===== config.mk =====
export PLATFORM = sky130hd
export DESIGN_NAME = fb_write_sched_flat
export DESIGN_NICKNAME = d
export VERILOG_FILES = /design/src/rtl/fb_write_sched_if.sv /design/src/rtl/fb_write_sched.sv /design/src/flat_wrapper.sv
export SDC_FILE = /design/constraint.sdc
export NUM_CORES = 1
export LEC_CHECK = 0
export ABC_AREA = 1
export CELL_PAD_IN_SITES_DETAIL_PLACEMENT = 1
export CELL_PAD_IN_SITES_GLOBAL_PLACEMENT = 1
export CORE_MARGIN = 1.5
export CORE_UTILIZATION = 30
export DETAILED_ROUTE_END_ITERATION = 8
export GPL_TIMING_DRIVEN = 0
export MAX_ROUTING_LAYER = met4
export PLACE_DENSITY_LB_ADDON = 0.1
export SYNTH_ARGS = -nofsm -noshare
export SYNTH_HDL_FRONTEND = slang
export SYNTH_SLANG_ARGS = --single-unit
export TNS_END_PERCENT = 100

===== constraint.sdc =====
create_clock -name sys_clk -period 6.9 [get_ports sys_clk]
set_input_delay 1.38 -clock sys_clk [delete_from_list [all_inputs] [get_ports sys_clk]]
set_output_delay 1.38 -clock sys_clk [all_outputs]
set_load 0.1 [all_outputs]

===== src/rtl/fb_write_sched_if.sv =====
// Framebuffer write scheduler bus: requester pixel streams, frame timing,
// framebuffer write port and buffer/status outputs. clk and reset stay outside.
interface fb_write_sched_if #(
    parameter int ADDR_W = 17,
    parameter int DATA_W = 12
);
    logic              frame_start;

    logic              bg_req;
    logic [8:0]        bg_x;
    logic [8:0]        bg_y;
    logic [DATA_W-1:0] bg_data;
    logic              bg_last;
    logic              bg_gnt;

    logic              spr_req;
    logic [8:0]        spr_x;
    logic [8:0]        spr_y;
    logic [DATA_W-1:0] spr_data;
    logic              spr_done;
    logic              spr_gnt;

    logic              blt_req;
    logic [8:0]        blt_x;
    logic [8:0]        blt_y;
    logic [DATA_W-1:0] blt_data;
    logic              blt_done;
    logic              blt_gnt;

    logic              fb_we;
    logic [ADDR_W:0]   fb_addr;
    logic [DATA_W-1:0] fb_data;
    logic              disp_buf;
    logic              busy;
    logic [7:0]        drop_cnt;

    // Scheduler side
    modport slave (
        input  frame_start,
        input  bg_req, bg_x, bg_y, bg_data, bg_last,
        output bg_gnt,
        input  spr_req, spr_x, spr_y, spr_data, spr_done,
        output spr_gnt,
        input  blt_req, blt_x, blt_y, blt_data, blt_done,
        output blt_gnt,
        output fb_we, fb_addr, fb_data, disp_buf, busy, drop_cnt
    );

    // Requester / environment side
    modport master (
        output frame_start,
        output bg_req, bg_x, bg_y, bg_data, bg_last,
        input  bg_gnt,
        output spr_req, spr_x, spr_y, spr_data, spr_done,
        input  spr_gnt,
        output blt_req, blt_x, blt_y, blt_data, blt_done,
        input  blt_gnt,
        input  fb_we, fb_addr, fb_data, disp_buf, busy, drop_cnt
    );
endinterface


===== src/rtl/fb_write_sched.sv =====
// Framebuffer write scheduler: BG pass, then round-robin SPR/BLT object pass,
// then buffer flip on the next frame start. One-stage registered write port.
// Optional macro FB_BOUNDS_CHECK_EN: suppress writes of off-screen pixels
// (the pixel is still accepted so the requester never stalls).
//
// state     | meaning
// IDLE      | after reset, waiting for the first frame_start
// BG_PASS   | background blitter owns the write port
// OBJ_PASS  | sprite and bullet renderers share the port round-robin
// WAIT_FLIP | frame drawn, flip buffers on the next frame_start
module fb_write_sched #(
    parameter int FB_W   = 320,
    parameter int FB_H   = 240,
    parameter int ADDR_W = 17,
    parameter int DATA_W = 12
) (
    input  logic              sys_clk,
    input  logic              Reset,
    fb_write_sched_if.slave   bus
);
    typedef enum logic [1:0] {IDLE, BG_PASS, OBJ_PASS, WAIT_FLIP} state_t;

    localparam logic RR_SPR = 1'b0;
    localparam logic RR_BLT = 1'b1;

    if ((64'(1) << ADDR_W) < 64'(FB_W) * 64'(FB_H)) begin : g_addr_too_narrow
        $error("fb_write_sched: ADDR_W cannot address FB_W*FB_H pixels");
    end

    state_t            state_q, state_d;
    logic              rr_q, rr_d;
    logic              disp_buf_q, disp_buf_d;
    logic [7:0]        drop_q, drop_d;
    logic              fb_we_q, fb_we_d;
    logic [ADDR_W:0]   fb_addr_q, fb_addr_d;
    logic [DATA_W-1:0] fb_data_q, fb_data_d;

    logic              bg_gnt, spr_gnt, blt_gnt, late;
    logic [8:0]        sel_x, sel_y;
    logic [DATA_W-1:0] sel_data;
    logic [ADDR_W-1:0] lin_addr;
    logic              in_range, xfer;

    // Next state, arbitration, late-frame accounting and buffer flip
    always_comb begin
        state_d    = state_q;
        rr_d       = rr_q;
        disp_buf_d = disp_buf_q;
        drop_d     = drop_q;
        bg_gnt     = 1'b0;
        spr_gnt    = 1'b0;
        blt_gnt    = 1'b0;
        late       = 1'b0;
        case (state_q)
            IDLE: begin
                if (bus.frame_start) state_d = BG_PASS;
            end
            BG_PASS: begin
                bg_gnt = bus.bg_req;
                if (bus.frame_start)                state_d = BG_PASS;
                else if (bus.bg_req && bus.bg_last) state_d = OBJ_PASS;
                late = bus.frame_start;
            end
            OBJ_PASS: begin
                if (bus.spr_req && bus.blt_req) begin
                    spr_gnt = (rr_q == RR_SPR);
                    blt_gnt = (rr_q == RR_BLT);
                    rr_d    = ~rr_q;
                end else begin
                    spr_gnt = bus.spr_req;
                    blt_gnt = bus.blt_req;
                end
                if (bus.frame_start)
                    state_d = BG_PASS;
                else if (bus.spr_done && bus.blt_done && !bus.spr_req && !bus.blt_req)
                    state_d = WAIT_FLIP;
                late = bus.frame_start;
            end
            WAIT_FLIP: begin
                if (bus.frame_start) begin
                    disp_buf_d = ~disp_buf_q;
                    state_d    = BG_PASS;
                end
            end
            default: state_d = IDLE;
        endcase
        if (late && drop_q != 8'hFF) drop_d = drop_q + 8'd1;
        // No pixel may be accepted while reset is abandoning the pass
        if (Reset) begin
            bg_gnt  = 1'b0;
            spr_gnt = 1'b0;
            blt_gnt = 1'b0;
        end
    end

    // Mux the granted pixel and build the next write-port contents
    always_comb begin
        sel_x    = bus.bg_x;
        sel_y    = bus.bg_y;
        sel_data = bus.bg_data;
        if (spr_gnt) begin
            sel_x    = bus.spr_x;
            sel_y    = bus.spr_y;
            sel_data = bus.spr_data;
        end else if (blt_gnt) begin
            sel_x    = bus.blt_x;
            sel_y    = bus.blt_y;
            sel_data = bus.blt_data;
        end
        // Modulo-2^ADDR_W arithmetic equals full-width compute then truncate
        lin_addr = ADDR_W'(sel_y) * ADDR_W'(FB_W) + ADDR_W'(sel_x);
`ifdef FB_BOUNDS_CHECK_EN
        in_range = (32'(sel_x) < FB_W) && (32'(sel_y) < FB_H);
`else
        in_range = 1'b1;
`endif
        xfer      = bg_gnt || spr_gnt || blt_gnt;
        fb_we_d   = xfer && in_range;
        fb_addr_d = fb_addr_q;
        fb_data_d = fb_data_q;
        if (xfer) begin
            fb_addr_d = {~disp_buf_q, lin_addr};
            fb_data_d = sel_data;
        end
    end

    // State and write-port registers, synchronous reset
    always_ff @(posedge sys_clk) begin
        if (Reset) begin
            state_q    <= IDLE;
            rr_q       <= RR_SPR;
            disp_buf_q <= 1'b0;
            drop_q     <= 8'd0;
            fb_we_q    <= 1'b0;
            fb_addr_q  <= '0;
            fb_data_q  <= '0;
        end else begin
            state_q    <= state_d;
            rr_q       <= rr_d;
            disp_buf_q <= disp_buf_d;
            drop_q     <= drop_d;
            fb_we_q    <= fb_we_d;
            fb_addr_q  <= fb_addr_d;
            fb_data_q  <= fb_data_d;
        end
    end

    assign bus.bg_gnt   = bg_gnt;
    assign bus.spr_gnt  = spr_gnt;
    assign bus.blt_gnt  = blt_gnt;
    assign bus.fb_we    = fb_we_q;
    assign bus.fb_addr  = fb_addr_q;
    assign bus.fb_data  = fb_data_q;
    assign bus.disp_buf = disp_buf_q;
    assign bus.busy     = (state_q == BG_PASS) || (state_q == OBJ_PASS);
    assign bus.drop_cnt = drop_q;
endmodule


===== src/flat_wrapper.sv =====
// flat-port wrapper written by rule: the top's interface ports become plain ports
module fb_write_sched_flat 
#(
    parameter int FB_W   = 320,
    parameter int FB_H   = 240,
    parameter int ADDR_W = 17,
    parameter int DATA_W = 12
)
  (sys_clk, Reset, bus_frame_start, bus_bg_req, bus_bg_x, bus_bg_y, bus_bg_data, bus_bg_last, bus_bg_gnt, bus_spr_req, bus_spr_x, bus_spr_y, bus_spr_data, bus_spr_done, bus_spr_gnt, bus_blt_req, bus_blt_x, bus_blt_y, bus_blt_data, bus_blt_done, bus_blt_gnt, bus_fb_we, bus_fb_addr, bus_fb_data, bus_disp_buf, bus_busy, bus_drop_cnt);
  fb_write_sched_if #(.ADDR_W(ADDR_W), .DATA_W(DATA_W)) bus_i ();
  input  logic sys_clk;
  input  logic Reset;
  input wire logic [$bits(bus_i.frame_start)-1:0] bus_frame_start;
  input wire logic [$bits(bus_i.bg_req)-1:0] bus_bg_req;
  input wire logic [$bits(bus_i.bg_x)-1:0] bus_bg_x;
  input wire logic [$bits(bus_i.bg_y)-1:0] bus_bg_y;
  input wire logic [$bits(bus_i.bg_data)-1:0] bus_bg_data;
  input wire logic [$bits(bus_i.bg_last)-1:0] bus_bg_last;
  output wire logic [$bits(bus_i.bg_gnt)-1:0] bus_bg_gnt;
  input wire logic [$bits(bus_i.spr_req)-1:0] bus_spr_req;
  input wire logic [$bits(bus_i.spr_x)-1:0] bus_spr_x;
  input wire logic [$bits(bus_i.spr_y)-1:0] bus_spr_y;
  input wire logic [$bits(bus_i.spr_data)-1:0] bus_spr_data;
  input wire logic [$bits(bus_i.spr_done)-1:0] bus_spr_done;
  output wire logic [$bits(bus_i.spr_gnt)-1:0] bus_spr_gnt;
  input wire logic [$bits(bus_i.blt_req)-1:0] bus_blt_req;
  input wire logic [$bits(bus_i.blt_x)-1:0] bus_blt_x;
  input wire logic [$bits(bus_i.blt_y)-1:0] bus_blt_y;
  input wire logic [$bits(bus_i.blt_data)-1:0] bus_blt_data;
  input wire logic [$bits(bus_i.blt_done)-1:0] bus_blt_done;
  output wire logic [$bits(bus_i.blt_gnt)-1:0] bus_blt_gnt;
  output wire logic [$bits(bus_i.fb_we)-1:0] bus_fb_we;
  output wire logic [$bits(bus_i.fb_addr)-1:0] bus_fb_addr;
  output wire logic [$bits(bus_i.fb_data)-1:0] bus_fb_data;
  output wire logic [$bits(bus_i.disp_buf)-1:0] bus_disp_buf;
  output wire logic [$bits(bus_i.busy)-1:0] bus_busy;
  output wire logic [$bits(bus_i.drop_cnt)-1:0] bus_drop_cnt;
  assign bus_i.frame_start = bus_frame_start;
  assign bus_i.bg_req = bus_bg_req;
  assign bus_i.bg_x = bus_bg_x;
  assign bus_i.bg_y = bus_bg_y;
  assign bus_i.bg_data = bus_bg_data;
  assign bus_i.bg_last = bus_bg_last;
  assign bus_bg_gnt = bus_i.bg_gnt;
  assign bus_i.spr_req = bus_spr_req;
  assign bus_i.spr_x = bus_spr_x;
  assign bus_i.spr_y = bus_spr_y;
  assign bus_i.spr_data = bus_spr_data;
  assign bus_i.spr_done = bus_spr_done;
  assign bus_spr_gnt = bus_i.spr_gnt;
  assign bus_i.blt_req = bus_blt_req;
  assign bus_i.blt_x = bus_blt_x;
  assign bus_i.blt_y = bus_blt_y;
  assign bus_i.blt_data = bus_blt_data;
  assign bus_i.blt_done = bus_blt_done;
  assign bus_blt_gnt = bus_i.blt_gnt;
  assign bus_fb_we = bus_i.fb_we;
  assign bus_fb_addr = bus_i.fb_addr;
  assign bus_fb_data = bus_i.fb_data;
  assign bus_disp_buf = bus_i.disp_buf;
  assign bus_busy = bus_i.busy;
  assign bus_drop_cnt = bus_i.drop_cnt;
  fb_write_sched #(.FB_W(FB_W), .FB_H(FB_H), .ADDR_W(ADDR_W), .DATA_W(DATA_W)) u_core (.sys_clk(sys_clk), .Reset(Reset), .bus(bus_i));
endmodule

==> flow_results.xml, run 1 <==
<?xml version="1.0" encoding="UTF-8"?>
<metrics>
  <group name="setup_path">
    <metric name="timing.reg2reg.worst_path_depth" unit="">21</metric>
    <metric name="delay_contributed_by_the_slowest_stage_of_the_critical_path" unit="ns">1.16</metric>
    <metric name="crit_path_category" unit="">input port to primary output</metric>
    <metric name="rrSetupSlack" unit="ns">2.76</metric>
    <metric name="startpoint_type" unit="">input port</metric>
    <metric name="worst_path_most_repeated_cell" unit="">sky130_fd_sc_hd__clkdlybuf4s50_1</metric>
    <metric name="crit_fanout" unit="">10</metric>
    <metric name="crit_chain" unit="">clkdlybuf4s50_1, nor2_4, nand3_4, inv_1, buf_2, clkdlybuf4s50_1</metric>
    <metric name="crit_slowest_cell" unit="">sky130_fd_sc_hd__clkdlybuf4s50_1</metric>
    <metric name="worst-endpoint-arrival" unit="ns">3.90</metric>
    <metric name="cp.required" unit="ns">5.52</metric>
    <metric name="crit_path_end_kind" unit="">primary output</metric>
  </group>
  <group name="drt">
    <metric name="post_drt_wl_per_cell" unit="um">14.4</metric>
    <metric name="viasPerCell" unit="">4.89</metric>
    <metric name="drt-total-wl" unit="um">10800</metric>
    <metric name="detailed_route_drc_error_count" unit="">0</metric>
    <metric name="drtIter0Drc" unit="">112</metric>
    <metric name="detail_route.first_pass.iterations" unit="">4</metric>
    <metric name="antenna_left" unit="">0</metric>
    <metric name="detailroute.via_count" unit="">3671</metric>
  </group>
  <group name="place">
    <metric name="gp_congestion" unit="">0.848</metric>
    <metric name="buffer_ports.inserted" unit="">142</metric>
    <metric name="dp_hpwl" unit="um">9130</metric>
    <metric name="place_inst" unit="">743</metric>
  </group>
  <group name="yosys">
    <metric name="synthesis.area_per_instance" unit="um^2">6.49</metric>
    <metric name="syn_nets" unit="">591</metric>
    <metric name="yosysTopAreaCell" unit="">sky130_fd_sc_hd__dfxtp_1</metric>
    <metric name="synth_top_area_cells" unit="">sky130_fd_sc_hd__dfxtp_1 (28%), sky130_fd_sc_hd__nand2_1 (15%), sky130_fd_sc_hd__ha_1 (9.1%)</metric>
    <metric name="share_of_yosys_cell_area_claimed_by_the_top_area_cell_type" unit="%">28.3</metric>
    <metric name="synthesis.yosys.warnings" unit="">0</metric>
    <metric name="synth.ff_latch_count" unit="">43</metric>
    <metric name="post_synth_num_cell_types" unit="">32</metric>
    <metric name="mappedNetlistArea" unit="um^2">3040</metric>
    <metric name="netlist_instances" unit="">468</metric>
    <metric name="synth.yosys.seq_area_share" unit="%">28.3</metric>
  </group>
  <group name="cts">
    <metric name="worst_skew_pair.late_latency" unit="ns">0.30</metric>
    <metric name="post-cts-setup-buffer-count" unit="">0</metric>
    <metric name="tritoncts" unit="">done</metric>
    <metric name="tritoncts_buffer_count" unit="">5</metric>
    <metric name="clkSinkCount" unit="">43</metric>
    <metric name="holdBufCountCts" unit="">0</metric>
    <metric name="cts-root-buf" unit="">sky130_fd_sc_hd__clkbuf_8</metric>
    <metric name="clock_path_buffers" unit="">2</metric>
    <metric name="post_cts_sizing" unit="">0</metric>
    <metric name="clock_transition_at_the_register_clock_pins_on_the_worst_setup_and_hold_paths_after_cts" unit="ns">0.09</metric>
    <metric name="cts-htree-levels" unit="">2</metric>
  </group>
  <group name="cells_and_area">
    <metric name="final_layout_size_suffix_gt1_share" unit="%">5.34</metric>
    <metric name="n_fill_cell" unit="">1320</metric>
    <metric name="stdcell_count" unit="">751</metric>
    <metric name="nNetsFinal" unit="">740</metric>
    <metric name="n_antenna_cell" unit="">0</metric>
    <metric name="synthToLayoutAreaGrowth" unit="%">55.9</metric>
  </group>
  <group name="global_routing">
    <metric name="global_route_wire_length_before_repair" unit="um">17900</metric>
    <metric name="grt_overflow_total" unit="">0</metric>
    <metric name="groute.layer.met1.usage" unit="%">24.4</metric>
    <metric name="met3_usage" unit="%">3.84</metric>
    <metric name="grt.met2_usage" unit="%">37.9</metric>
    <metric name="vias_in_the_first_global_route" unit="">3773</metric>
    <metric name="globalRouteTotalUtil" unit="%">20.9</metric>
    <metric name="global_route.peak_usage_layer" unit="">met2</metric>
    <metric name="grt_start_max_net_pins" unit="">15</metric>
    <metric name="antenna_found_initial" unit="">0</metric>
  </group>
  <group name="sta">
    <metric name="period_share" unit="%">76.5</metric>
    <metric name="setup_total_negative_slack" unit="ns">0</metric>
    <metric name="report.final.hold_viol_count" unit="">0</metric>
    <metric name="report.final.setup_viol" unit="">0</metric>
    <metric name="slew_headroom" unit="%">31.2</metric>
    <metric name="timing.fmax" unit="GHz">0.189</metric>
    <metric name="tightest_slew" unit="ns">1.03</metric>
    <metric name="slew_violations" unit="">0</metric>
    <metric name="grt_setup_unrepaired" unit="">no</metric>
    <metric name="clock-skew-final" unit="ns">0.00486</metric>
    <metric name="layout_min_cycle_time" unit="ns">5.28</metric>
  </group>
  <group name="pwr">
    <metric name="leakagePower" unit="nW">2.03</metric>
    <metric name="peakVddDrop" unit="uV">83.8</metric>
    <metric name="power_density" unit="nW/um^2">182</metric>
    <metric name="total_power" unit="mW">0.861</metric>
  </group>
  <group name="floorplan">
    <metric name="num_rows" unit="">36</metric>
    <metric name="initial_core_util" unit="%">31.0</metric>
    <metric name="die_h" unit="um">104</metric>
    <metric name="die_w" unit="um">104</metric>
    <metric name="design.portCount" unit="">143</metric>
    <metric name="die_area" unit="um^2">10700</metric>
    <metric name="fp.coreArea" unit="um^2">9820</metric>
  </group>
  <group name="min_path">
    <metric name="worst_hold_check_path_type" unit="">flip-flop to flip-flop</metric>
    <metric name="min_path_cells" unit="">2</metric>
  </group>
  <group name="run">
    <metric name="max_cap_viol_count" unit="">0</metric>
  </group>
  <group name="run_status">
    <metric name="status" unit="">finished, final reports clean</metric>
  </group>
</metrics>
==> kinds of logic after synthesis <==
| group | after synthesis | share of synthesized area (%) |
|---|---|---|
| simple gates | 224 | 32.0 |
| compound gates | 104 | 18.4 |
| buf+inv | 67 | 9.18 |
| flops | 43 | 28.3 |
| fa+ha+maj | 24 | 10.4 |
| xor+xnor | 6 | 1.73 |
==> layout make-up <==
class / instances / area, um^2 / area share [%]
Timing Repair Buffer: 142 / 1420 / 30.0
Clock buffer: 5 / 68.8 / 1.45
Sequential cell: 43 / 861 / 18.2
Multi-Input combinational cell: 358 / 1900 / 40.1
Inverter: 46 / 173 / 3.64
Buffer: 21 / 106 / 2.24
Tap cell: 133 / 166 / 3.51
Clock inverter: 3 / 43.8 / 0.924
==> per-layer routing <==
metal	share of wire (%)	vias to the layer above
li1	-	1849
met1	44	1728
met2	51	88
met3	4.2	6
met4	0.91	0
met5	0	-
==> registers in the layout, indices dropped and copies added, names as in the netlist <==
name / flops
u_core.bus.fb_data: 12
u_core.bus.fb_we: 1
u_core.bus.drop_cnt: 8
u_core.state_q: 2
u_core.rr_q: 1
u_core.bus.disp_buf: 1
u_core.bus.fb_addr: 18
==> final timing paths <==
path | endpoint | start
worst min register to register | u_core.bus.fb_addr[6] | u_core.bus.fb_addr[6]
worst max register to register | u_core.bus.fb_addr[16] | u_core.state_q[1]
worst max-delay path | bus_spr_gnt | Reset
worst min-delay path | u_core.bus.fb_addr[6] | u_core.bus.fb_addr[6]
==> power breakdown <==
group / switching, mW / internal (mW)
logic: 0.248 / 0.134
registers: 0.0108 / 0.265
clock network: 0.0949 / 0.108
==> worst max-delay path: cells and delay by family <==
kind / cells / cell delay, ns
buffers and inverters: 4 / 2.08
and+or+nand+nor: 2 / 0.43
==> cells in the mapped netlist <==
master,instances
sky130_fd_sc_hd__or2_1,1
sky130_fd_sc_hd__buf_1,1
sky130_fd_sc_hd__nand3_1,41
sky130_fd_sc_hd__nand2_1,118
sky130_fd_sc_hd__nand3_4,3
sky130_fd_sc_hd__nor3_1,1
sky130_fd_sc_hd__o211ai_1,2
sky130_fd_sc_hd__xnor2_1,2
sky130_fd_sc_hd__o21bai_1,1
sky130_fd_sc_hd__a21oi_1,35
sky130_fd_sc_hd__o21ai_0,37
sky130_fd_sc_hd__clkbuf_1,4
sky130_fd_sc_hd__nand2_2,1
sky130_fd_sc_hd__buf_2,12
sky130_fd_sc_hd__xor2_1,4
sky130_fd_sc_hd__clkbuf_2,1
sky130_fd_sc_hd__fa_1,2
sky130_fd_sc_hd__a31oi_1,16
sky130_fd_sc_hd__nor4_1,3
sky130_fd_sc_hd__inv_1,43
sky130_fd_sc_hd__dfxtp_1,43
sky130_fd_sc_hd__inv_2,3
sky130_fd_sc_hd__nand3b_1,1
sky130_fd_sc_hd__nor2_1,48
sky130_fd_sc_hd__o31ai_1,4
sky130_fd_sc_hd__and2_1,1
sky130_fd_sc_hd__ha_1,22
sky130_fd_sc_hd__nor2_4,1
sky130_fd_sc_hd__buf_4,3
sky130_fd_sc_hd__o21ai_1,9
sky130_fd_sc_hd__nand4_1,4
sky130_fd_sc_hd__or2_2,1
==> placed cells by master (no fill, tap or decap), types with 5 or more instances in the layout <==
| cell type | count |
|---|---|
| sky130_fd_sc_hd__a21oi_1 | 35 |
| sky130_fd_sc_hd__a31oi_1 | 16 |
| sky130_fd_sc_hd__buf_2 | 12 |
| sky130_fd_sc_hd__clkbuf_8 | 5 |
| sky130_fd_sc_hd__clkdlybuf4s50_1 | 142 |
| sky130_fd_sc_hd__dfxtp_1 | 43 |
| sky130_fd_sc_hd__ha_1 | 22 |
| sky130_fd_sc_hd__inv_1 | 43 |
| sky130_fd_sc_hd__nand2_1 | 118 |
| sky130_fd_sc_hd__nand3_1 | 41 |
| sky130_fd_sc_hd__nor2_1 | 48 |
| sky130_fd_sc_hd__o21ai_0 | 37 |
| sky130_fd_sc_hd__o21ai_1 | 9 |
==> stage by stage <==
step,util (%),setup WS [ns],area (um^2),hold WS (ns)
global route,48.3,1.40,4740,0.505
global placement,47.1,1.47,4630,0.450
CTS,48.3,1.59,4740,0.484
detailed placement,47.1,1.43,4630,0.458
finish,48.3,1.62,4740,0.480
floorplan,-,2.46,3040,0.458
Note: power is estimated with default switching activity, not from simulation.
==> run 2: changes to the inputs <==
--- a/config.mk
+++ b/config.mk
@@ -9,7 +9,7 @@
 export CELL_PAD_IN_SITES_DETAIL_PLACEMENT = 1
 export CELL_PAD_IN_SITES_GLOBAL_PLACEMENT = 1
 export CORE_MARGIN = 1.5
-export CORE_UTILIZATION = 30
+export CORE_UTILIZATION = 25
 export DETAILED_ROUTE_END_ITERATION = 8
 export GPL_TIMING_DRIVEN = 0
 export MAX_ROUTING_LAYER = met4
==> constraint.sdc (replaced) <==
create_clock -name sys_clk -period 4.58 [get_ports sys_clk]
set_input_delay 0.916 -clock sys_clk [delete_from_list [all_inputs] [get_ports sys_clk]]
set_output_delay 0.916 -clock sys_clk [all_outputs]
set_load 0.1 [all_outputs]
==> run 2 against run 1 <==
Via count decreased by 0.41%. Critical path depth increased by 16. Final cell count rose by 1.7%. Largest power group unchanged. Global-route usage decreased by 2.8 points. Combinational power increased by 51%. Clock power is 100% higher. Setup slack got worse by 1.2 ns. Critical endpoint is now u_core.bus.fb_addr[16].
==> flow_results.xml, run 2 (synthesis gave the netlist of run 1 again) <==
<?xml version="1.0" encoding="UTF-8"?>
<metrics>
  <group name="sta">
    <metric name="clock-skew-final" unit="ns">0.0129</metric>
    <metric name="slew_headroom" unit="%">31.6</metric>
    <metric name="tightest_slew" unit="ns">1.02</metric>
    <metric name="report.final.setup_viol" unit="">0</metric>
    <metric name="timing.fmax" unit="GHz">0.241</metric>
    <metric name="period_share" unit="%">90.5</metric>
    <metric name="report.final.hold_viol_count" unit="">0</metric>
    <metric name="slew_violations" unit="">0</metric>
    <metric name="layout_min_cycle_time" unit="ns">4.15</metric>
    <metric name="grt_setup_unrepaired" unit="">no</metric>
  </group>
  <group name="setup_path">
    <metric name="crit_path_end_kind" unit="">flip-flop</metric>
    <metric name="cp.required" unit="ns">4.76</metric>
    <metric name="startpoint_type" unit="">input port</metric>
    <metric name="rrSetupSlack" unit="ns">0.71</metric>
    <metric name="worst-endpoint-arrival" unit="ns">4.33</metric>
    <metric name="crit_path_category" unit="">input port to flip-flop</metric>
    <metric name="crit_fanout" unit="">10</metric>
    <metric name="reg_to_reg_critical_path_startpoint" unit="">u_core.state_q[0]</metric>
    <metric name="timing.reg2reg.worst_path_depth" unit="">24</metric>
    <metric name="r2r_end" unit="">u_core.bus.fb_addr[16]</metric>
  </group>
  <group name="global_routing">
    <metric name="globalRouteTotalUtil" unit="%">18.1</metric>
    <metric name="global_route_wire_length_before_repair" unit="um">18200</metric>
    <metric name="vias_in_the_first_global_route" unit="">3836</metric>
    <metric name="grt_overflow_total" unit="">0</metric>
    <metric name="grt_start_max_net_pins" unit="">15</metric>
    <metric name="antenna_found_initial" unit="">0</metric>
  </group>
  <group name="cells_and_area">
    <metric name="most_common_cell_after_layout_fill_and_taps_aside" unit="">sky130_fd_sc_hd__clkdlybuf4s50_1</metric>
    <metric name="largest_reg_flops" unit="">18</metric>
    <metric name="n_fill_cell" unit="">1527</metric>
    <metric name="stdcell_count" unit="">764</metric>
    <metric name="multi_input_comb_area" unit="um^2">1900</metric>
    <metric name="mostFrequentLayoutCells" unit="">sky130_fd_sc_hd__clkdlybuf4s50_1 (139), sky130_fd_sc_hd__nand2_1 (118), sky130_fd_sc_hd__nor2_1 (47), sky130_fd_sc_hd__inv_1 (43), sky130_fd_sc_hd__dfxtp_1 (43)</metric>
    <metric name="nNetsFinal" unit="">739</metric>
    <metric name="final_layout_size_suffix_gt1_share" unit="%">5.51</metric>
    <metric name="synthToLayoutAreaGrowth" unit="%">58.6</metric>
    <metric name="final-seq-area" unit="um^2">861</metric>
    <metric name="n_antenna_cell" unit="">0</metric>
  </group>
  <group name="drt">
    <metric name="viasPerCell" unit="">4.79</metric>
    <metric name="antenna_left" unit="">0</metric>
    <metric name="post_drt_wl_per_cell" unit="um">14.7</metric>
    <metric name="detail_route.first_pass.iterations" unit="">4</metric>
    <metric name="detailroute.via_count" unit="">3656</metric>
    <metric name="detailed_route_drc_error_count" unit="">0</metric>
    <metric name="drt-total-wl" unit="um">11200</metric>
    <metric name="drtIter0Drc" unit="">127</metric>
  </group>
  <group name="floorplan">
    <metric name="die_w" unit="um">113</metric>
    <metric name="fp.coreArea" unit="um^2">11900</metric>
    <metric name="die_h" unit="um">113</metric>
    <metric name="die_area" unit="um^2">12800</metric>
    <metric name="initial_core_util" unit="%">25.5</metric>
    <metric name="design.portCount" unit="">143</metric>
    <metric name="num_rows" unit="">40</metric>
  </group>
  <group name="run_status">
    <metric name="status" unit="">finished, final reports clean</metric>
  </group>
  <group name="cts">
    <metric name="tritoncts_buffer_count" unit="">5</metric>
    <metric name="tritoncts" unit="">done</metric>
    <metric name="clock_transition_at_the_register_clock_pins_on_the_worst_setup_and_hold_paths_after_cts" unit="ns">0.06</metric>
    <metric name="cts-htree-levels" unit="">2</metric>
    <metric name="clkSinkCount" unit="">43</metric>
    <metric name="post-cts-setup-buffer-count" unit="">0</metric>
    <metric name="holdBufCountCts" unit="">0</metric>
    <metric name="worst_skew_pair.late_latency" unit="ns">0.29</metric>
    <metric name="cts-root-buf" unit="">sky130_fd_sc_hd__clkbuf_16</metric>
    <metric name="clock_path_buffers" unit="">2</metric>
  </group>
  <group name="min_path">
    <metric name="hold_end" unit="">u_core.bus.fb_addr[6]</metric>
    <metric name="min-delay-start" unit="">u_core.bus.fb_addr[6]</metric>
    <metric name="min_path_cells" unit="">2</metric>
    <metric name="worst_hold_check_path_type" unit="">flip-flop to flip-flop</metric>
  </group>
  <group name="pwr">
    <metric name="leakagePower" unit="nW">2.07</metric>
    <metric name="peakVddDrop" unit="uV">146</metric>
    <metric name="p_int" unit="mW">0.860</metric>
    <metric name="power.share.sequential" unit="%">29.7</metric>
    <metric name="power.share.switching" unit="%">38.9</metric>
    <metric name="share_comb_of_total_power" unit="%">41.0</metric>
    <metric name="power.share.clock" unit="%">29.3</metric>
    <metric name="total_power" unit="mW">1.41</metric>
    <metric name="power_density" unit="nW/um^2">292</metric>
    <metric name="net_switching_component_of_the_power" unit="mW">0.547</metric>
  </group>
  <group name="place">
    <metric name="dp_hpwl" unit="um">9330</metric>
    <metric name="buffer_ports.inserted" unit="">142</metric>
    <metric name="place_inst" unit="">757</metric>
    <metric name="gp_congestion" unit="">0.844</metric>
  </group>
  <group name="run">
    <metric name="max_cap_viol_count" unit="">0</metric>
  </group>
</metrics>
## run 2: area by class of cell
type	instances	share of cell area, %
multi-input combinational	358	39.4
timing repair buffer	142	29.6
sequential	43	17.9
tap	147	3.82
inverter	46	3.58
clock buffer	5	2.60
buffer	20	2.23
clock inverter	3	0.908
## run 2: repair_timing
action,4_1_cts,5_1_grt
gates cloned,0,0
resized for setup,3,9
setup endpoints to repair,3,3
## run 2: through the flow
step / hold WS (ns) / worst slack (ns) / util [%] / instance area (um^2) / TNS, ns
3_3_place_gp: 0.449 / -0.464 / 39.0 / 4640 / -1.42
4_1_cts: 0.465 / 0.0211 / 40.4 / 4810 / 0
2_1_floorplan: 0.458 / 0.607 / - / 3040 / 0
5_1_grt: 0.512 / 0.0304 / 40.5 / 4820 / 0
3_5_place_dp: 0.457 / -0.485 / 39.0 / 4640 / -1.67
6_report: 0.465 / 0.434 / 40.5 / 4820 / 0
## run 2: worst max-delay path by stage
| stage | start | end | slack, ns | cells after the start |
|---|---|---|---|---|
| after global routing | Reset | u_core.bus.fb_addr[16] | 0.03 | 23 |
| after floorplan | Reset | u_core.bus.fb_addr[16] | 0.61 | 20 |
| after global placement | Reset | u_core.bus.fb_addr[16] | -0.46 | 20 |
| after CTS | bus_blt_req | u_core.bus.fb_addr[16] | 0.02 | 21 |
| final | Reset | u_core.bus.fb_addr[16] | 0.43 | 22 |
| after detailed placement | Reset | u_core.bus.fb_addr[16] | -0.48 | 20 |
## run 2: power groups by stage
stage	sequential, mW	combinational [mW]	clock, mW
after floorplan	0.593	0.211	0
after global placement	0.426	0.571	0
after detailed placement	0.427	0.579	0
after CTS	0.418	0.582	0.425
after global routing	0.422	0.627	0.439
final	0.418	0.577	0.413
## run 2: metal layers
| layer | up-vias | part of all wire, % | track usage [%] |
|---|---|---|---|
| met3 | 8 | 4.2 | 2.95 |
| met1 | 1719 | 44 | 21.2 |
| met4 | 0 | 1.0 | 4.08 |
| met2 | 82 | 51 | 32.6 |
| met5 | - | 0 | - |
| li1 | 1847 | - | - |
## run 2: worst max-delay path, cell delays in order
cell	delay (ns)
sky130_fd_sc_hd__dlygate4sd2_1	0.33
sky130_fd_sc_hd__nor2_4	0.21
sky130_fd_sc_hd__nand3_4	0.14
sky130_fd_sc_hd__buf_2	0.23
sky130_fd_sc_hd__nand2_1	0.08
sky130_fd_sc_hd__nand3_1	0.07
sky130_fd_sc_hd__o21ai_1	0.16
sky130_fd_sc_hd__inv_1	0.12
sky130_fd_sc_hd__ha_1	0.29
sky130_fd_sc_hd__ha_1	0.24
sky130_fd_sc_hd__inv_1	0.08
sky130_fd_sc_hd__fa_1	0.45
sky130_fd_sc_hd__nor2_2	0.20
sky130_fd_sc_hd__nand3_1	0.09
sky130_fd_sc_hd__nor2_1	0.15
sky130_fd_sc_hd__nand3_1	0.08
sky130_fd_sc_hd__nor2_1	0.14
sky130_fd_sc_hd__nand3_1	0.09
sky130_fd_sc_hd__nand2_1	0.06
sky130_fd_sc_hd__nand3_1	0.08
sky130_fd_sc_hd__nand2_1	0.07
sky130_fd_sc_hd__inv_1	0.03
==> run 3: changes to the inputs <==
--- a/config.mk
+++ b/config.mk
@@ -8,7 +8,7 @@
 export ABC_AREA = 1
 export CELL_PAD_IN_SITES_DETAIL_PLACEMENT = 1
 export CELL_PAD_IN_SITES_GLOBAL_PLACEMENT = 1
-export CORE_MARGIN = 1.5
+export CORE_MARGIN = 2
 export CORE_UTILIZATION = 25
 export DETAILED_ROUTE_END_ITERATION = 8
 export GPL_TIMING_DRIVEN = 0
==> run 3 against run 2 <==
Flip-flop and latch count is the same. Sequential power is essentially flat. Utilization shrank 0.23 points. Critical endpoint unchanged. Setup slack lost 0.13 ns. Clock power shrank 16%.
==> flow_results.xml, run 3 (synthesis gave the netlist of run 1 again) <==
<?xml version="1.0" encoding="UTF-8"?>
<metrics>
  <group name="cells_and_area">
    <metric name="final_layout_size_suffix_gt1_share" unit="%">5.99</metric>
    <metric name="mostFrequentLayoutCells" unit="">sky130_fd_sc_hd__clkdlybuf4s50_1 (140), sky130_fd_sc_hd__nand2_1 (118), sky130_fd_sc_hd__nor2_1 (47), sky130_fd_sc_hd__inv_1 (43), sky130_fd_sc_hd__dfxtp_1 (43)</metric>
    <metric name="n_fill_cell" unit="">1501</metric>
    <metric name="largest_reg_flops" unit="">18</metric>
    <metric name="synthToLayoutAreaGrowth" unit="%">58.4</metric>
    <metric name="finish.instance_area" unit="um^2">4810</metric>
    <metric name="utilization" unit="%">40.2</metric>
    <metric name="most_common_cell_after_layout_fill_and_taps_aside" unit="">sky130_fd_sc_hd__clkdlybuf4s50_1</metric>
    <metric name="n_antenna_cell" unit="">0</metric>
    <metric name="nNetsFinal" unit="">740</metric>
  </group>
  <group name="sta">
    <metric name="layout_min_cycle_time" unit="ns">4.28</metric>
    <metric name="worst_hold_slack" unit="ns">0.466</metric>
    <metric name="timing.fmax" unit="GHz">0.234</metric>
    <metric name="tightest_slew" unit="ns">1.04</metric>
    <metric name="setup_total_negative_slack" unit="ns">0</metric>
    <metric name="report.final.setup_viol" unit="">0</metric>
    <metric name="layout_setup_ws" unit="ns">0.301</metric>
    <metric name="clock-skew-final" unit="ns">0.00828</metric>
    <metric name="period_share" unit="%">93.4</metric>
    <metric name="report.final.hold_viol_count" unit="">0</metric>
    <metric name="slew_violations" unit="">0</metric>
    <metric name="slew_headroom" unit="%">30.6</metric>
    <metric name="grt_setup_unrepaired" unit="">no</metric>
  </group>
  <group name="run_status">
    <metric name="status" unit="">finished, final reports clean</metric>
  </group>
  <group name="run">
    <metric name="max_cap_viol_count" unit="">0</metric>
  </group>
  <group name="setup_path">
    <metric name="cp.required" unit="ns">4.77</metric>
    <metric name="crit_path_category" unit="">input port to flip-flop</metric>
    <metric name="crit_fanout" unit="">19</metric>
    <metric name="crit_path_end_kind" unit="">flip-flop</metric>
    <metric name="startpoint_type" unit="">input port</metric>
    <metric name="worst-endpoint-arrival" unit="ns">4.47</metric>
  </group>
  <group name="cts">
    <metric name="cts-htree-levels" unit="">2</metric>
    <metric name="worst_skew_pair.late_latency" unit="ns">0.29</metric>
    <metric name="clock_path_buffers" unit="">2</metric>
    <metric name="tritoncts" unit="">done</metric>
    <metric name="cts-root-buf" unit="">sky130_fd_sc_hd__clkbuf_16</metric>
    <metric name="clkSinkCount" unit="">43</metric>
    <metric name="clock_transition_at_the_register_clock_pins_on_the_worst_setup_and_hold_paths_after_cts" unit="ns">0.06</metric>
    <metric name="tritoncts_buffer_count" unit="">5</metric>
  </group>
  <group name="drt">
    <metric name="drtIter0Drc" unit="">147</metric>
    <metric name="detailed_route_drc_error_count" unit="">0</metric>
    <metric name="antenna_left" unit="">0</metric>
    <metric name="drt-total-wl" unit="um">11200</metric>
    <metric name="viasPerCell" unit="">4.74</metric>
    <metric name="post_drt_wl_per_cell" unit="um">14.7</metric>
    <metric name="detailroute.via_count" unit="">3623</metric>
    <metric name="detail_route.first_pass.iterations" unit="">6</metric>
  </group>
  <group name="floorplan">
    <metric name="initial_core_util" unit="%">25.4</metric>
    <metric name="design.portCount" unit="">143</metric>
    <metric name="num_rows" unit="">40</metric>
    <metric name="fp.coreArea" unit="um^2">12000</metric>
    <metric name="die_area" unit="um^2">13100</metric>
    <metric name="die_w" unit="um">114</metric>
    <metric name="die_h" unit="um">114</metric>
  </group>
  <group name="global_routing">
    <metric name="global_route_wire_length_before_repair" unit="um">18000</metric>
    <metric name="grt_overflow_total" unit="">0</metric>
    <metric name="vias_in_the_first_global_route" unit="">3611</metric>
    <metric name="antenna_found_initial" unit="">0</metric>
    <metric name="globalRouteTotalUtil" unit="%">17.8</metric>
    <metric name="grt_start_max_net_pins" unit="">14</metric>
  </group>
  <group name="place">
    <metric name="dp_hpwl" unit="um">9220</metric>
    <metric name="pre_cts_slack" unit="ns">-0.474</metric>
    <metric name="buffer_ports.inserted" unit="">142</metric>
    <metric name="dpl-instance-area" unit="um^2">4640</metric>
    <metric name="gp_congestion" unit="">0.792</metric>
  </group>
  <group name="pwr">
    <metric name="peakVddDrop" unit="uV">130</metric>
    <metric name="power_density" unit="nW/um^2">280</metric>
    <metric name="leakagePower" unit="nW">2.06</metric>
  </group>
  <group name="min_path">
    <metric name="worst_hold_check_path_type" unit="">flip-flop to flip-flop</metric>
  </group>
</metrics>
run 3: repair_timing:
| action | 4_1_cts | 5_1_grt |
|---|---|---|
| gates resized for setup | 4 | 11 |
| hold buffers | 0 | 0 |
| pin swaps | 0 | 1 |
| setup buffers | 0 | 1 |
| endpoints found under the setup margin | 3 | 4 |
| endpoints found under the hold margin | 0 | 0 |
run 3: worst max-delay path: stages:
cell,delay [ns]
sky130_fd_sc_hd__clkdlybuf4s50_1,0.58
sky130_fd_sc_hd__nand2_1,0.14
sky130_fd_sc_hd__nand3_4,0.16
sky130_fd_sc_hd__buf_4,0.29
sky130_fd_sc_hd__nand2_1,0.10
sky130_fd_sc_hd__a21oi_2,0.23
sky130_fd_sc_hd__ha_1,0.27
sky130_fd_sc_hd__ha_1,0.23
sky130_fd_sc_hd__inv_1,0.07
sky130_fd_sc_hd__fa_1,0.45
sky130_fd_sc_hd__nor2_2,0.20
sky130_fd_sc_hd__nand3_1,0.09
sky130_fd_sc_hd__nor2_1,0.15
sky130_fd_sc_hd__nand3_1,0.09
sky130_fd_sc_hd__nor2_1,0.15
sky130_fd_sc_hd__nand3_1,0.09
sky130_fd_sc_hd__nand2_1,0.07
sky130_fd_sc_hd__nand3_1,0.08
sky130_fd_sc_hd__nand2_1,0.07
sky130_fd_sc_hd__inv_1,0.04
run 3: through the flow:
stage | std cells | power [mW]
floorplan | 468 | 0.804
global placement | 757 | 0.998
detailed placement | 757 | 1.01
CTS | 765 | 1.37
global route | 765 | 1.44
finish | 765 | 1.35
run 3: final cells by class:
| class | instances | area [um^2] | area share [%] |
|---|---|---|---|
| buffer | 20 | 108 | 2.24 |
| clock buffer | 6 | 129 | 2.68 |
| clock inverter | 2 | 12.5 | 0.260 |
| inverter | 46 | 173 | 3.59 |
| multi-input combinational | 358 | 1910 | 39.7 |
| sequential | 43 | 861 | 17.9 |
| tap | 147 | 184 | 3.82 |
| timing repair buffer | 143 | 1430 | 29.8 |
run 3: final timing paths:
check,from,to,slack (ns),cells past startpoint
worst max register to register,u_core.state_q[0],u_core.bus.fb_addr[16],0.69,23
worst max-delay path,bus_spr_req,u_core.bus.fb_addr[16],0.30,20
worst min-delay path,u_core.bus.fb_data[4],u_core.bus.fb_data[4],0.47,2
worst min register to register,u_core.bus.fb_data[4],u_core.bus.fb_data[4],0.47,2
run 3: layer usage:
| metal | share of wire, % | vias up | GRT usage [%] |
|---|---|---|---|
| li1 | - | 1851 | - |
| met1 | 45 | 1680 | 22.1 |
| met2 | 48 | 86 | 29.7 |
| met3 | 5.6 | 6 | 4.34 |
| met4 | 0.86 | 0 | 3.01 |
| met5 | 0 | - | - |
run 3: report_power, final:
part           switching, mW  internal [mW]  leakage [nW]  total, mW
Combinational          0.377          0.204          1.65      0.581
Sequential            0.0176          0.400         0.350      0.418
Clock                  0.147          0.201        0.0669      0.348
